--- src/rtl/alu_pkg.sv ---
// rtl/alu_pkg.sv - shared types and constants for the ALU command sequencer
package alu_pkg;

   localparam logic MODE_ARITH = 1'b1;
   localparam logic MODE_LOGIC = 1'b0;

   // Arithmetic ops (mode = 1)
   localparam logic [1:0] ADD  = 2'b00;
   localparam logic [1:0] SUB  = 2'b01;
   localparam logic [1:0] DIV  = 2'b10;
   localparam logic [1:0] MUL  = 2'b11;

   // Logic ops (mode = 0)
   localparam logic [1:0] LAND = 2'b00;
   localparam logic [1:0] LOR  = 2'b01;
   localparam logic [1:0] LXOR = 2'b10;
   localparam logic [1:0] LNOT = 2'b11;

   // One queued command: 1 + 2 + 8 + 8 = 19 bits
   typedef struct packed {
      logic       mode;
      logic [1:0] op;
      logic [7:0] a;
      logic [7:0] b;
   } alu_cmd_t;

   typedef enum logic [1:0] {
      ST_IDLE = 2'd0,
      ST_WAIT = 2'd1,
      ST_HOLD = 2'd2
   } seq_state_t;

   // The only case the sequencer overrides the ALU result
   function automatic logic is_div_by_zero(input logic       mode,
                                           input logic [1:0] op,
                                           input logic [7:0] b);
      return (mode == MODE_ARITH) && (op == DIV) && (b == 8'd0);
   endfunction

endpackage

--- src/rtl/alu_cmd_fifo.sv ---
// rtl/alu_cmd_fifo.sv - synchronous command FIFO, DEPTH x alu_cmd_t
module alu_cmd_fifo
   import alu_pkg::*;
#(
   parameter int DEPTH = 4
) (
   input  logic                     clk,
   input  logic                     rst,
   input  logic                     push,
   input  alu_cmd_t                 push_data,
   input  logic                     pop,
   output alu_cmd_t                 pop_data,
   output logic                     full,
   output logic                     empty,
   output logic [$clog2(DEPTH):0]   count
);

   localparam int AW = $clog2(DEPTH);
   localparam int CW = AW + 1;

   alu_cmd_t        mem_q [DEPTH];
   logic [AW-1:0]   wr_ptr_q;
   logic [AW-1:0]   rd_ptr_q;
   logic [CW-1:0]   count_q;
   logic            push_en;
   logic            pop_en;

   // Overflow and underflow attempts are ignored rather than corrupting state
   assign push_en  = push && !full;
   assign pop_en   = pop && !empty;
   assign full     = (count_q == CW'(DEPTH));
   assign empty    = (count_q == '0);
   assign count    = count_q;
   assign pop_data = mem_q[rd_ptr_q];

   // Storage array; contents are don't-care until written, so no reset
   always_ff @(posedge clk) begin
      if (push_en) begin
         mem_q[wr_ptr_q] <= push_data;
      end
   end

   // Pointers wrap naturally at DEPTH (power of 2); count tracks occupancy
   always_ff @(posedge clk) begin
      if (rst) begin
         wr_ptr_q <= '0;
         rd_ptr_q <= '0;
         count_q  <= '0;
      end else begin
         if (push_en) wr_ptr_q <= wr_ptr_q + AW'(1);
         if (pop_en)  rd_ptr_q <= rd_ptr_q + AW'(1);
         case ({push_en, pop_en})
            2'b10:   count_q <= count_q + CW'(1);
            2'b01:   count_q <= count_q - CW'(1);
            default: count_q <= count_q;
         endcase
      end
   end

endmodule

--- src/rtl/alu_cmd_sequencer.sv ---
// rtl/alu_cmd_sequencer.sv - queues ALU commands, drives the ALU, returns results
module alu_cmd_sequencer
   import alu_pkg::*;
#(
   parameter int DEPTH  = 4,
   parameter int SETTLE = 1
) (
   input  logic        clk,
   input  logic        rst,
   input  logic        cmd_valid,
   output logic        cmd_ready,
   input  logic        cmd_mode,
   input  logic [1:0]  cmd_op,
   input  logic [7:0]  cmd_a,
   input  logic [7:0]  cmd_b,
   output logic [7:0]  alu_a,
   output logic [7:0]  alu_b,
   output logic        alu_mode,
   output logic [1:0]  alu_op,
   input  logic [7:0]  alu_f,
   output logic        rsp_valid,
   input  logic        rsp_ready,
   output logic [7:0]  rsp_data,
   output logic        rsp_dbz,
   output logic        busy
);

   localparam int CW = $clog2(DEPTH) + 1;
   localparam int SW = (SETTLE > 1) ? $clog2(SETTLE) : 1;

   seq_state_t       state_q;
   logic [SW-1:0]    settle_q;
   logic [7:0]       alu_a_q;
   logic [7:0]       alu_b_q;
   logic             alu_mode_q;
   logic [1:0]       alu_op_q;
   logic [7:0]       rsp_data_q;
   logic             rsp_dbz_q;
   logic             rsp_valid_q;

   alu_cmd_t         push_cmd;
   alu_cmd_t         head_cmd;
   logic             fifo_push;
   logic             fifo_pop;
   logic             fifo_full;
   logic             fifo_empty;
   logic [CW-1:0]    fifo_count;

   // Ready is withheld when full even if the engine pops this cycle
   assign cmd_ready = !rst && !fifo_full;
   assign fifo_push = cmd_valid && cmd_ready;
   assign push_cmd  = '{mode: cmd_mode, op: cmd_op, a: cmd_a, b: cmd_b};
   assign fifo_pop  = (state_q == ST_IDLE) && !fifo_empty;

   alu_cmd_fifo #(
      .DEPTH (DEPTH)
   ) u_fifo (
      .clk       (clk),
      .rst       (rst),
      .push      (fifo_push),
      .push_data (push_cmd),
      .pop       (fifo_pop),
      .pop_data  (head_cmd),
      .full      (fifo_full),
      .empty     (fifo_empty),
      .count     (fifo_count)
   );

   // Issue / settle / hand-off engine; alu_* only change on a pop
   always_ff @(posedge clk) begin
      if (rst) begin
         state_q     <= ST_IDLE;
         settle_q    <= '0;
         alu_a_q     <= '0;
         alu_b_q     <= '0;
         alu_mode_q  <= 1'b0;
         alu_op_q    <= '0;
         rsp_data_q  <= '0;
         rsp_dbz_q   <= 1'b0;
         rsp_valid_q <= 1'b0;
      end else begin
         case (state_q)
            ST_IDLE: begin
               if (!fifo_empty) begin
                  alu_a_q    <= head_cmd.a;
                  alu_b_q    <= head_cmd.b;
                  alu_mode_q <= head_cmd.mode;
                  alu_op_q   <= head_cmd.op;
                  settle_q   <= SW'(SETTLE - 1);
                  state_q    <= ST_WAIT;
               end
            end
            ST_WAIT: begin
               if (settle_q == '0) begin
                  if (is_div_by_zero(alu_mode_q, alu_op_q, alu_b_q)) begin
                     rsp_data_q <= 8'hFF;
                     rsp_dbz_q  <= 1'b1;
                  end else begin
                     rsp_data_q <= alu_f;
                     rsp_dbz_q  <= 1'b0;
                  end
                  rsp_valid_q <= 1'b1;
                  state_q     <= ST_HOLD;
               end else begin
                  settle_q <= settle_q - SW'(1);
               end
            end
            ST_HOLD: begin
               // Always return through IDLE so back-to-back commands get a gap cycle
               if (rsp_ready) begin
                  rsp_valid_q <= 1'b0;
                  state_q     <= ST_IDLE;
               end
            end
            default: state_q <= ST_IDLE;
         endcase
      end
   end

   assign alu_a     = alu_a_q;
   assign alu_b     = alu_b_q;
   assign alu_mode  = alu_mode_q;
   assign alu_op    = alu_op_q;
   assign rsp_data  = rsp_data_q;
   assign rsp_dbz   = rsp_dbz_q;
   assign rsp_valid = rsp_valid_q;
   assign busy      = (state_q != ST_IDLE) || (fifo_count != '0);

endmodule
--- config.mk ---
export PLATFORM = sky130hd
export DESIGN_NAME = alu_cmd_sequencer
export DESIGN_NICKNAME = d
export VERILOG_FILES = /design/src/rtl/alu_pkg.sv /design/src/rtl/alu_cmd_fifo.sv /design/src/rtl/alu_cmd_sequencer.sv
export SDC_FILE = /design/constraint.sdc
export NUM_CORES = 1
export LEC_CHECK = 0
export ABC_AREA = 1
export CAP_MARGIN = 20
export CORE_MARGIN = 2
export CORE_UTILIZATION = 40
export DETAILED_ROUTE_END_ITERATION = 16
export PLACE_DENSITY = 0.57
export SLEW_MARGIN = 20
export SYNTH_ARGS = -nofsm -noshare
export SYNTH_HDL_FRONTEND = slang
export SYNTH_SLANG_ARGS = --single-unit
export TNS_END_PERCENT = 5
--- constraint.sdc ---
create_clock -name clk -period 2.5 [get_ports clk]
set_input_delay 0.5 -clock clk [delete_from_list [all_inputs] [get_ports clk]]
set_output_delay 0.5 -clock clk [all_outputs]
set_load 0.005 [all_outputs]
==> results of run 1 <==
[power by group]
part	internal [mW]	leakage, nW	total [mW]	switching, mW
sequential	2.29	1.00	2.42	0.135
clock	1.74	0.303	2.53	0.790
combinational	0.828	1.01	1.98	1.15
[final cells by class]
type                            instances  area, µm²  share of cell area (%)
Inverter                               41      153.9                   2.586
Timing Repair Buffer                   74      708.2                   11.90
Clock buffer                           23      478.0                   8.032
Multi-Input combinational cell        278       1239                   20.82
Sequential cell                       114       3043                   51.14
Clock inverter                          9      153.9                   2.586
Tap cell                              140      175.2                   2.944
[worst min-delay path: cells and delay by family, from the launching register on]
family,cells,cell delay [ps]
AOI/OAI and AO/OA,1,70
and+or+nand+nor,1,70
DFF,1,330
[flip-flops by register name, indices dropped and copies added, names as in the netlist, 2 cells and up]
name and count:
alu_a 8, alu_b 8, alu_op 2, rsp_data 8, state_q 2, u_fifo.count 3
u_fifo.mem_q 76, u_fifo.rd_ptr_q 2, u_fifo.wr_ptr_q 2
[final timing paths]
path | startpoint | end | slack, ps | depth (start not counted)
min | rsp_valid | rsp_valid | 500 | 2
max | rst | cmd_ready | 180 | 3
max reg2reg | state_q[1] | u_fifo.count[2] | 730 | 10
min reg2reg | rsp_valid | rsp_valid | 500 | 2
[layer usage]
metal / share of wire [%] / vias to the layer above
li1: - / 1646
met1: 48 / 1471
met2: 47 / 74
met3: 4.3 / 4
met4: 0.70 / 0
met5: 0 / -
[cell families (layout without fill, tap and decap cells)]
family	Yosys count	count (layout)	synth area share, %
buffers and inverters	61	147	5.626
AOI/OAI and AO/OA	75	75	8.301
adders and majority gates	6	6	1.820
and+or+nand+nor	197	197	17.18
DFF	114	114	67.07
[through the flow]
step           hold WS [ps]  area [µm²]  setup WS (ps)  std cells  total power [mW]
4_1_cts               503.8        5951          162.6        679             7.014
6_report              501.8        5951          180.2        679             6.938
2_1_floorplan         482.9        4537          502.8        453             3.678
5_1_grt               555.1        5951          75.21        679             7.374
3_5_place_dp          491.5        5319          96.62        647             4.461
3_3_place_gp          480.0        5319          147.1        647             4.425
[placed cells by master, fill, tap and decap left out, drive strengths merged, types with 5 or more instances in the layout]
cell and n:
nand3 15, buf 13, nor2 143, edfxtp 76, nand2 37, a21oi 9
clkbuf 23, ha 5, clkdlybuf4s50 61, dfxtp 38, inv 40, o21ai 65
==> impl_metrics.tcl, run 1 <==
set metrics [dict create \
    rsz0062_at_grt "false" \
    critPathTopFamily "buffers and inverters" \
    drv_slew 0 \
    synth_seq_area_share_pct 67.07 \
    timing_hold_violations_final 0 \
    synth-edff-count 76 \
    cts_sinks 114 \
    synth_common_cells "nor2_1, edfxtp_1, o21ai_0" \
    die_area_um2 12210 \
    core_area_um2 10940 \
    yosysMostFrequentCell "nor2_1" \
    worstSetupPathType "in2out" \
    drt_wl_total_um 9482 \
    dpl.hpwl_um 5848 \
    postCtsResizedCells 0 \
    startpoint_type "input port" \
    cts_setup_buffers 0 \
    numCtsBuffers 17 \
    syn_to_final_growth_pct 31.16 \
    synth_area_leaders "edfxtp_1, dfxtp_1, nor2_1, o21ai_0, inv_1" \
    wire_per_inst_um 13.96 \
    grt_pass1_wl_um 15380 \
    post-route-drc-count 0 \
    worstPathArrival_ps 1820 \
    worst_ir_drop_vdd_mv 0.4348 \
    fillers 987 \
    first_pass_iters 4 \
    setup_tns_ps 0 \
    power.density_nw_per_um2 1166 \
    die_height_um 110.5 \
    grt_use_met2_pct 24.87 \
    met1_usage_pct 21.30 \
    cts_tree "done" \
    synth_top_area_share_pct 50.30 \
    synth_warnings 0 \
    clock_path_buffers 2 \
    cp_slowest_stage_delay_ps 550 \
    ys_async_sr_fraction_pct 0 \
    dieWidth_um 110.5 \
    grt_max_degree 42 \
    via_count 3195 \
    synth_cells 453 \
    ant_nets 0 \
    synth_area_um2 4537 \
    synth.largest_area_cell "edfxtp_1" \
    relSlewSlack_pct 57.32 \
    place_congestion 0.7304 \
    cp_num_buf_inv 2 \
    io_pins 62 \
    grt_pass1_vias 3004 \
    post-route-util_pct 54.42 \
    rows 38 \
    first_iter_violations 204 \
    tightest_slew_ps 639.3 \
    crit_required_ps 2000 \
    antenna_found_initial 0 \
    top_usage_layer "met2" \
    cp_common_cell "clkdlybuf4s50_1" \
    grt_overflow 0 \
    io_buffers 61 \
    endpoint_kind "output pin" \
    setup_viol 0 \
    synth_seq_cells 114 \
    htree_levels 4 \
    timing.fmax_ghz 0.4311 \
    nets 563 \
    grt_use_met3_pct 4.501 \
    synth_nets 490 \
    synth_cell_types 24 \
    cts_hold_buffers 0 \
    root_buffer "clkbuf_16" \
    clock_latency_ps 400 \
    syn_area_per_cell_um2 10.02 \
    skew_ps 16.52 \
    grt_usage_pct 16.02 \
    cp_max_fo 5 \
    antenna_cells 0 \
    status "complete, no violations" \
    path_cells "clkdlybuf4s50_1 > a31oi_1 > clkdlybuf4s50_1" \
    start_util_pct 41.49 \
    period_share_pct 92.79 \
    fin_crit_ps 2320 \
    crit_path_top_delay_cell "clkdlybuf4s50_1" \
    clk_pin_slew_ps 50 \
    hold_path.class "reg2reg" \
    viasPerCell 4.705 \
    synth-main-ff-cell "edfxtp_1" \
    drive_gt1_share_pct 8.905 \
    cap_violations 0 \
    leakagePower_nw 2.317 \
]
No activity file was read; power rests on OpenSTA's default activity.
==> run 2: changes to the inputs <==
- DONT_BUFFER_PORTS: not set -> 1
- PLACE_DENSITY: 0.57 -> 0.5
==> run 2 against run 1 <==
  * Global-route usage grew 0.47 points
  * Critical path type is now reg2reg
  * Critical endpoint is now u_fifo.count[2]
  * Non-clock buffer count shrank 65
  * Largest power group is now registers
  * Flip-flop and latch count is the same
  * Maximum frequency grew 13%
  * Setup slack gained 270 ps
  * Clock power shrank 21%
  * Utilization shrank 7.2 points
  * Highest routed layer unchanged
  * Power shrank 14%
  * Cell count shrank 9.7%
==> impl_metrics.tcl, run 2 (synthesis gave the netlist of run 1 again) <==
set metrics [dict create \
    largest_register "u_fifo.mem_q" \
    antenna_found_initial 0 \
    wl_met3_um 612 \
    power.density_nw_per_um2 1160 \
    timing.rr.start "state_q[1]" \
    drv_slew 0 \
    dieWidth_um 110.5 \
    hold_start "rst" \
    status "complete, no violations" \
    clk_pin_slew_ps 50 \
    grt_pass1_wl_um 15350 \
    regToRegSetupSlack_ps 450 \
    period_share_pct 81.85 \
    hold-path-cell-count 1 \
    wire_per_inst_um 15.27 \
    cap_violations 0 \
    topRoutingLayerUsed "met4" \
    grt_max_degree 42 \
    place_congestion 0.7621 \
    fin_ws_ps 453.8 \
    cts_tree "done" \
    setup_tns_ps 0 \
    path_cells "nor2_1 > nand2_2 > inv_2 > ha_1 > inv_1 > fa_1 > nand2_1 > nand3_1 > o21ai_0 > a21oi_1" \
    clock_path_buffers 2 \
    worstSetupPathType "reg2reg" \
    routed-wl-met2_um 3996 \
    largest_reg_flops 76 \
    crit_path_top_delay_cell "fa_1" \
    die_area_um2 12210 \
    relSlewSlack_pct 56.80 \
    cts_hold_buffers 0 \
    fin_crit_ps 2046 \
    post-route-drc-count 0 \
    critPathTopFamily "adder cells" \
    postCtsResizedCells 0 \
    antenna_cells 0 \
    cts_sinks 114 \
    rsz0062_at_grt "false" \
    endpoint_kind "flop" \
    rr_endpoint "u_fifo.count[2]" \
    worstPathArrival_ps 2340 \
    grt_usage_pct 16.50 \
    via_count 2917 \
    first_pass_iters 5 \
    placed_area_um2 4678 \
    dpl.hpwl_um 5600 \
    postLayoutCellArea_um2 5165 \
    syn_to_final_growth_pct 13.84 \
    cts_setup_buffers 0 \
    setup_viol 0 \
    worst_ir_drop_vdd_mv 0.8041 \
    grt_pass1_vias 2892 \
    crit_required_ps 2790 \
    hold_path.class "in2reg" \
    first_iter_violations 180 \
    clock_latency_ps 410 \
    cp_max_fo 21 \
    cp_slowest_stage_delay_ps 390 \
    start_util_pct 41.49 \
    nets 498 \
    tightest_slew_ps 647.0 \
    ant_nets 0 \
    worst_r2r_path_depth 10 \
    numCtsBuffers 17 \
    cp_num_buf_inv 2 \
    leakagePower_nw 2.004 \
    timing_hold_violations_final 0 \
    dp_slack_ps 476.6 \
    final_cell_mix "nor2_1, edfxtp_1, o21ai_0" \
    grt_overflow 0 \
    whs_ps 157.9 \
    htree_levels 4 \
    startpoint_type "flop" \
    hold_end "u_fifo.rd_ptr_q[1]" \
    core_area_um2 10940 \
    timing.fmax_ghz 0.4887 \
    skew_ps 5.053 \
    layout_commonest_cell "nor2_1" \
    met1_length_um 4603 \
    viasPerCell 4.759 \
    io_pins 62 \
    drt_wl_total_um 9362 \
    rows 38 \
    io_buffers 0 \
    drive_gt1_share_pct 7.822 \
    root_buffer "clkbuf_16" \
    die_height_um 110.5 \
]
[run 2: cell types whose count changed in the layout (fill, tap and decap cells not counted), moves of 3 or more]
cell	delta
buf_4	-4
clkinv_1	+4
bufinv_16	-4
clkdlybuf4s50_1	-61
clkbuf_8	-3
[run 2: worst register-to-register path, cell delays in order (launching register included)]
cell and delay, ps:
dfxtp_1 350, nor2_1 190, nand2_2 90, inv_2 250
ha_1 230, inv_1 70, fa_1 390, nand2_1 80
nand3_1 80, o21ai_0 160, a21oi_1 60
[run 2: how the worst max path moves through the flow]
stage                                    end        from  slack, ps  cells after the start
after floorplan           u_fifo.mem_q[0][0]         rst        500                      3
after global placement       u_fifo.count[2]  state_q[1]        540                     10
after detailed placement     u_fifo.count[2]  state_q[1]        480                     10
after CTS                    u_fifo.count[2]  state_q[1]        460                     10
after global routing         u_fifo.count[2]  state_q[1]        260                     11
final                        u_fifo.count[2]  state_q[1]        450                     10
[run 2: routing by layer]
| layer | vias up | global-route usage, % |
|---|---|---|
| met5 | - | 0 |
| met4 | 0 | 7.167 |
| met3 | 12 | 7.080 |
| met2 | 79 | 23.60 |
| met1 | 1319 | 21.85 |
| li1 | 1507 | - |
[run 2: through the flow]
step / power (mW) / utilization, % / cells
2_1_floorplan: 3.678 / - / 453
3_3_place_gp: 4.024 / 42.78 / 582
3_5_place_dp: 4.045 / 42.78 / 582
4_1_cts: 6.054 / 47.23 / 613
5_1_grt: 6.429 / 47.23 / 613
6_report: 5.989 / 47.23 / 613
[run 2: layout make-up]
| cell class | instances | area (µm²) |
|---|---|---|
| Fill cell | 1019 | 5771 |
| Sequential cell | 114 | 3043 |
| Multi-Input combinational cell | 278 | 1239 |
| Clock buffer | 22 | 444.2 |
| Tap cell | 140 | 175.2 |
| Inverter | 41 | 153.9 |
| Timing Repair Buffer | 9 | 67.56 |
| Clock inverter | 9 | 42.54 |
[run 2: where the power goes]
part,internal (mW),leakage [nW],switching (mW)
clock,1.23,0.237,0.767
sequential,2.29,1.00,0.180
combinational,0.480,0.763,1.04
